===== config.mk =====
export PLATFORM = sky130hd
export DESIGN_NAME = core_status_monitor
export DESIGN_NICKNAME = d
export VERILOG_FILES = /design/src/rtl/core_status_monitor.sv
export SDC_FILE = /design/constraint.sdc
export NUM_CORES = 1
export LEC_CHECK = 0
export ABC_AREA = 0
export CAP_MARGIN = 20
export CORE_UTILIZATION = 59
export CTS_BUF_LIST = sky130_fd_sc_hd__clkbuf_16
export DETAILED_ROUTE_END_ITERATION = 16
export GPL_ROUTABILITY_DRIVEN = 0
export GPL_TIMING_DRIVEN = 0
export PLACE_DENSITY = 0.79
export RECOVER_POWER = 50
export SKIP_CTS_REPAIR_TIMING = 1
export SYNTH_ARGS = -nofsm -noshare
export SYNTH_HDL_FRONTEND = slang
export SYNTH_SLANG_ARGS = --single-unit

===== constraint.sdc =====
create_clock -name i_clk -period 3.7 [get_ports i_clk]
set_input_delay 0.74 -clock i_clk [delete_from_list [all_inputs] [get_ports i_clk]]
set_output_delay 0.74 -clock i_clk [all_outputs]
set_load 0.01 [all_outputs]

===== src/rtl/core_status_monitor.sv =====
// Receives the core's per-instruction status stream, logs each status with a sequence number,
// counts R/I-type successes and detects program termination (end, overflow, watchdog timeout).
module core_status_monitor #(
   parameter int DEPTH   = 16,
   parameter int TIMEOUT = 64,
   parameter int CNT_W   = 16
) (
   input  logic             i_clk,
   input  logic             i_rst,
   input  logic             i_start,
   input  logic [1:0]       i_status,
   input  logic             i_status_valid,
   output logic             o_rec_valid,
   output logic [9:0]       o_rec_data,
   input  logic             i_rec_ready,
   output logic [CNT_W-1:0] o_r_cnt,
   output logic [CNT_W-1:0] o_i_cnt,
   output logic             o_done,
   output logic [1:0]       o_cause,
   output logic             o_overrun
);

   localparam int AW = $clog2(DEPTH);
   localparam int TW = $clog2(TIMEOUT) + 1;
   localparam logic [TW-1:0]    TLAST = TW'(TIMEOUT - 1);
   localparam logic [CNT_W-1:0] CMAX  = '1;

   typedef enum logic [1:0] {IDLE, RUN, DONE} state_t;

   state_t        state;
   logic [9:0]    mem [DEPTH];
   logic [AW:0]   wptr;
   logic [AW:0]   rptr;
   logic [7:0]    seq;
   logic [TW-1:0] tcnt;

   logic empty;
   logic full;
   logic pop;
   logic push;
   logic push_ok;
   logic arm;

   assign empty       = (wptr == rptr);
   assign full        = (wptr[AW] != rptr[AW]) && (wptr[AW-1:0] == rptr[AW-1:0]);
   assign o_rec_valid = !empty;
   assign o_rec_data  = empty ? 10'd0 : mem[rptr[AW-1:0]];
   assign pop         = o_rec_valid && i_rec_ready;
   assign push        = (state == RUN) && i_status_valid;
   // A full log can still accept a push when the head leaves in the same cycle.
   assign push_ok     = push && (!full || pop);
   assign arm         = i_start && (state != RUN);

   always_ff @(posedge i_clk) begin
      if (push_ok && !i_rst)
         mem[wptr[AW-1:0]] <= {seq, i_status};
   end

   always_ff @(posedge i_clk) begin
      if (i_rst || arm) begin
         state     <= i_rst ? IDLE : RUN;
         wptr      <= '0;
         rptr      <= '0;
         seq       <= '0;
         tcnt      <= '0;
         o_r_cnt   <= '0;
         o_i_cnt   <= '0;
         o_done    <= 1'b0;
         o_cause   <= 2'b00;
         o_overrun <= 1'b0;
      end else begin
         if (push_ok)
            wptr <= wptr + 1'b1;
         if (pop)
            rptr <= rptr + 1'b1;
         if (state == RUN) begin
            if (i_status_valid) begin
               seq  <= seq + 8'd1;
               tcnt <= '0;
               if (!push_ok)
                  o_overrun <= 1'b1;
               case (i_status)
                  2'b00: if (o_r_cnt != CMAX) o_r_cnt <= o_r_cnt + 1'b1;
                  2'b01: if (o_i_cnt != CMAX) o_i_cnt <= o_i_cnt + 1'b1;
                  2'b10: begin
                     state   <= DONE;
                     o_done  <= 1'b1;
                     o_cause <= 2'b10;
                  end
                  default: begin
                     state   <= DONE;
                     o_done  <= 1'b1;
                     o_cause <= 2'b01;
                  end
               endcase
            end else if (tcnt == TLAST) begin
               state   <= DONE;
               o_done  <= 1'b1;
               o_cause <= 2'b11;
            end else begin
               tcnt <= tcnt + 1'b1;
            end
         end
      end
   end

endmodule


# --- After elaboration in Yosys (flattened, before gate mapping) ---
# Memories as Yosys holds them, arrays and structs flattened. A register that Yosys moved wholly into a read port is not among the register bits.
# Cells that the tools add are included.
totals:
  reg_bits: 63
  latch_bits: 0
  mem_bits_rw: 160
  romBits: 0
  out_inout_bits: 47
  n_memories: 1
mem_list:
  columns: ["memory", "words", "width", "read_ports", "rd_clocked_by_memory_dff", "write_ports", "line_no", "source"]
  rows:
  - ["mem", 16, 10, 1, 1, 1, "31", "logic [9:0] mem [DEPTH];"]
op_classes:
  n_addsub: 6
  mul: 0
  div_mod_pow: 0
  order_cmp: 0
  eq_ne: 13
  n_shift: 0
  muxes: 19
  bitwise_logic: 1
  n_reduce_logical: 23
op_table:
  columns: ["cell", "count"]
  rows:
  - ["16-bit by 1-bit adder with 16-bit output (second input constant)", 2]
  - ["16-bit != test (second input constant)", 2]
  - ["2-bit two-way mux", 7]
  - ["7-bit two-way mux", 2]
  - ["5-bit by 1-bit adder with 5-bit output (second input constant)", 2]
  - ["10-bit two-way mux", 1]
  - ["3-bit AND reduction", 3]
  - ["8-bit by 1-bit adder with 8-bit output (second input constant)", 1]
  - ["4-bit two-way mux", 2]
  - ["4-bit AND reduction", 2]
  - ["7-bit by 1-bit adder with 7-bit output (second input constant)", 1]
  - ["7-bit by 6-bit == test with 1-bit output (second input constant)", 1]
  - ["1-bit logical AND", 6]
  - ["1-bit two-way mux", 6]
  - ["5-bit == test", 1]
  - ["2-bit by 1-bit == test with 1-bit output (second input constant)", 2]
  - ["4-bit == test", 1]
  - ["2-bit != test (second input constant)", 2]
  - ["2-bit case mux with 2 select lines", 1]
  - ["2-bit AND reduction", 2]
  - ["2-bit nonzero test", 2]
  - ["1-bit logical NOT", 3]
  - ["3-bit by 2-bit != test with 1-bit output (second input constant)", 1]
  - ["3-bit nonzero test", 1]
  - ["other kinds (7)", 8]

# --- Logic depth before layout (Yosys ltp) ---
depth:
  depth_word: 8
  ltp_mapped: 9
  mapped_depth_nobuf: 5

# --- Worst setup path before layout ---
# No wires, ideal clock.
synth_timing:
  kind: "input port to flip-flop"
  from: "in i_status_valid"
  to: "mem mem[0][0] (enable)"
  arrival_ns: 2.543
  t_required_ns: 3.296
  slack_ns: 0.754
  cell_stages: 5
  path_cell_list: "and3b_1 -> clkbuf_1 -> o21ai_1 -> buf_2 -> nor4_1"
synth_via:
  elab_chain_len: 5
synth_rtl:
  columns: ["element", "line_no", "source"]
  rows:
  - ["start, declared", "12", "input logic i_status_valid,"]
  - ["1-bit logical AND", "49", "assign push = (state == RUN) && i_status_valid;"]
  - ["1-bit logical AND", "51", "assign push_ok = push && (!full || pop);"]
  - ["1-bit logical AND", "55", "if (push_ok && !i_rst)"]
  - ["1-bit two-way mux", "55", null]
  - ["1-bit two-way mux (not written as such)", "56", "mem[wptr[AW-1:0]] <= {seq, i_status};"]
  - ["end, declared", "31", null]
# No other way between the ends.

# --- Worst setup path after layout ---
layout_timing:
  from: "reg wptr[3]"
  to: "out o_rec_data[4]"
layout_via:
  elab_chain_len: 2
layout_rtl:
  columns: ["element", "line_no", "source"]
  rows:
  - ["start, declared", "32", "logic [AW:0] wptr;"]
  - ["start signal, assigned", "73", "wptr <= wptr + 1'b1;"]
  - ["5-bit == test", "44", "assign empty = (wptr == rptr);"]
  - ["10-bit two-way mux", "47", "assign o_rec_data = empty ? 10'd0 : mem[rptr[AW-1:0]];"]
  - ["end, declared", "14", "output logic [9:0] o_rec_data,"]
# No other way between the ends.

==> out/results.txt <==
Outcome: finished clean
Total GRT Usage: 27.5%
Post-Synth XOR/XNOR Area: 1.01%
Number of global-route vias before repair: 6134
Min Tclk post-route: 3560 ps
Adder-cell share of the synthesized area: 1.18%
Clock Skew: 9.98 ps
CTS tree: built
Iteration-0 DRC Markers: 492
Hold Vio Cnt, Final: 0
N_diodes: 0
Post-synthesis mux area share: 10.4%
P&R area growth vs syn: 17.7%
Num CTS Buffers: 22
Crit end category: primary output
Post-Synthesis Cell Area: 9550 um2
Post-placement cell count: 951
Sequential share of the synthesized area: 64.5%
Synth area leaders: edfxtp_1 51%, dfxtp_1 14%, mux4_2 9.4%, a21oi_1 2.5%, nand2_1 1.9%
FF+latch count, synth: 227
Vias: 6390
CP arrival: 2820 ps
Number of synthesized flops with an enable pin: 162
Routed wire length: 22200 um
Final setup margin: 142 ps
Most frequent cells after synthesis: 162 x edfxtp_1, 65 x dfxtp_1, 48 x nand2_1
Via-to-Cell Ratio: 6.47
Gate Count Post-Synth: 674
I/O Pins: 54
Area of the die: 16700 um2
Max cap viols: 0
Largest net degree at the start of global routing: 24
H-tree Lvls: 1
Wirelength per Cell: 22.4 um
Register area: 6170 um2
Ys flop type: edfxtp_1
DP HPWL: 13900 um
Row cnt: 46
Fmax: 281 MHz
VDD IR max: 0.318 mV
Critical-path maximum fanout: 10
Initial Util: 60.4%
Share of the synthesized area in the top cell type: 50.9%
Async SR Flop Fraction: 0%
Share of cells above drive strength 1: 14.9%
Slew @ Worst Pin: 1030 ps
Final cell count without fillers: 988
Clock sinks: 227
Worst skew pair latency: 500 ps
Die width: 129 um
Critical Path RT: 2960 ps
Drc violations: 0
Final setup violation count: 0
Power Density: 454 nW/um2
Reg clk slew, reported paths: 60 ps
Drt pass-1 iters: 7
Synth Warn #: 0
Fraction of the mapped netlist area in simple logic gates: 11.6%
Syn_area_per_cell: 14.2 um2
Period Utilization, post-route: 96.2%
Fill cell count: 1038
Final #Nets: 774
Root buf cell: clkbuf_16
Min-delay worst type: reg -> reg
Leakage power: 0.00372 uW
Post-synthesis compound-gate area fraction: 9.30%
Classification of the worst setup path: reg -> out
Post-DRT Antenna Nets: 0
Area of the multi-input gates: 3300 um2
Fin util: 71.1%
Port-buffer cells: 53
Antenna violations before repair: 0
First-pass GRT wire length: 34100 um
Main combinational cell family by area after synthesis: simple AND/OR/NAND/NOR gates
Core ar.: 15800 um2
Height of the die: 129 um
Top-count cell post-synth: edfxtp_1
Clock buffer depth: 3
Slew Viols, Final: 0
Max_slew headroom: 31.1%
Grt ovf: 0
Pre-CTS setup slack: -44.6 ps
Netlist cell types: 59
RSZ-0062 raised after global routing: no
Startpoint Class: register
Area leader, netlist: edfxtp_1
Syn_nets: 690
==> metrics by stage <==
| step | hold WS (ps) | total power (uW) | instance area, um2 | setup TNS (ps) |
|---|---|---|---|---|
| after detailed placement | 456 | 2910 | 10500 | -566 |
| after global routing | 481 | 5220 | 11200 | 0 |
| after global placement | 443 | 2900 | 10400 | -68010 |
| final | 471 | 5100 | 11200 | 0 |
| after CTS | 464 | 5120 | 11200 | -893 |
| after floorplan | 438 | 2850 | 9550 | 0 |
==> layout make-up <==
type | count | area share [%]
Sequential cell | 227 | 54.8
Buffer | 35 | 1.42
Multi-Input combinational cell | 403 | 29.3
Timing Repair Buffer | 61 | 5.25
Tap cell | 216 | 2.40
Clock inverter | 12 | 0.745
Inverter | 8 | 0.267
Clock buffer | 26 | 5.78
==> critical path: stages, from the launching register on <==
cell,delay (ps)
dfxtp_1,580
xnor2_1,140
and4_1,200
clkbuf_1,150
and2_1,230
clkbuf_2,210
a21oi_1,220
clkdlybuf4s50_1,570
==> cells in the final DEF, fill, tap and decap left out, drive strengths merged, types with 4 or more instances in the layout <==
cell type and n:
clkbuf 52, nand3 14, mux2i 9, clkinv 6
or3 9, and2 5, nor4 10, nor2 22
o21a 4, or4 17, a22oi 21, edfxtp 162
and4 9, buf 17, nand4 17, a2111o 5
dlygate4sd3 38, xnor2 8, a31oi 4, clkdlybuf4s50 15
a21oi 47, nand2b 13, nor3 18, dfxtp 65
inv 11, nor2b 4, mux4 40, ha 9
o31ai 17, nand2 48, o21ai 15
==> power breakdown <==
part	internal, uW	switching, uW	total, uW
logic	46.4	94.6	141
clock network	1320	927	2250
registers	2700	8.79	2710
==> worst paths after layout <==
check,from,end,slack (ps),cells past startpoint
setup / recovery,wptr[3]$_SDFFE_PP0P_,o_rec_data[4],140,7
hold / removal,tcnt[6]$_SDFFE_PP0P_,tcnt[6]$_SDFFE_PP0P_,470,1
setup reg to reg,rptr[4]$_SDFFE_PP0N_,mem[15][4]$_DFFE_PP_,790,5
hold reg to reg,tcnt[6]$_SDFFE_PP0P_,tcnt[6]$_SDFFE_PP0P_,470,1
==> layer usage <==
metal | GRT usage, % | part of all wire [%] | vias to the layer above
li1 | - | - | 2871
met1 | 36.6 | 40 | 3175
met2 | 45.7 | 49 | 295
met3 | 4.09 | 7.4 | 49
met4 | 11.3 | 3.3 | 0
met5 | 0 | 0 | -
==> state kept, by name, summed over array words and instances (netlist names), named ones only <==
signal,count
o_cause,2
o_i_cnt,16
state,2
o_overrun,1
o_done,1
o_r_cnt,16
tcnt,7
seq,8
mem,160
wptr,5
rptr,5
==> cell families (layout without fill, tap and decap cells) <==
| group | Yosys count | after routing |
|---|---|---|
| flops | 227 | 227 |
| simple gates | 199 | 199 |
| compound gates | 135 | 135 |
| mux | 49 | 49 |
| buf+inv | 44 | 142 |
| xor+xnor | 11 | 11 |
| fa+ha+maj | 9 | 9 |
Note: power is estimated with default switching activity, not from simulation.
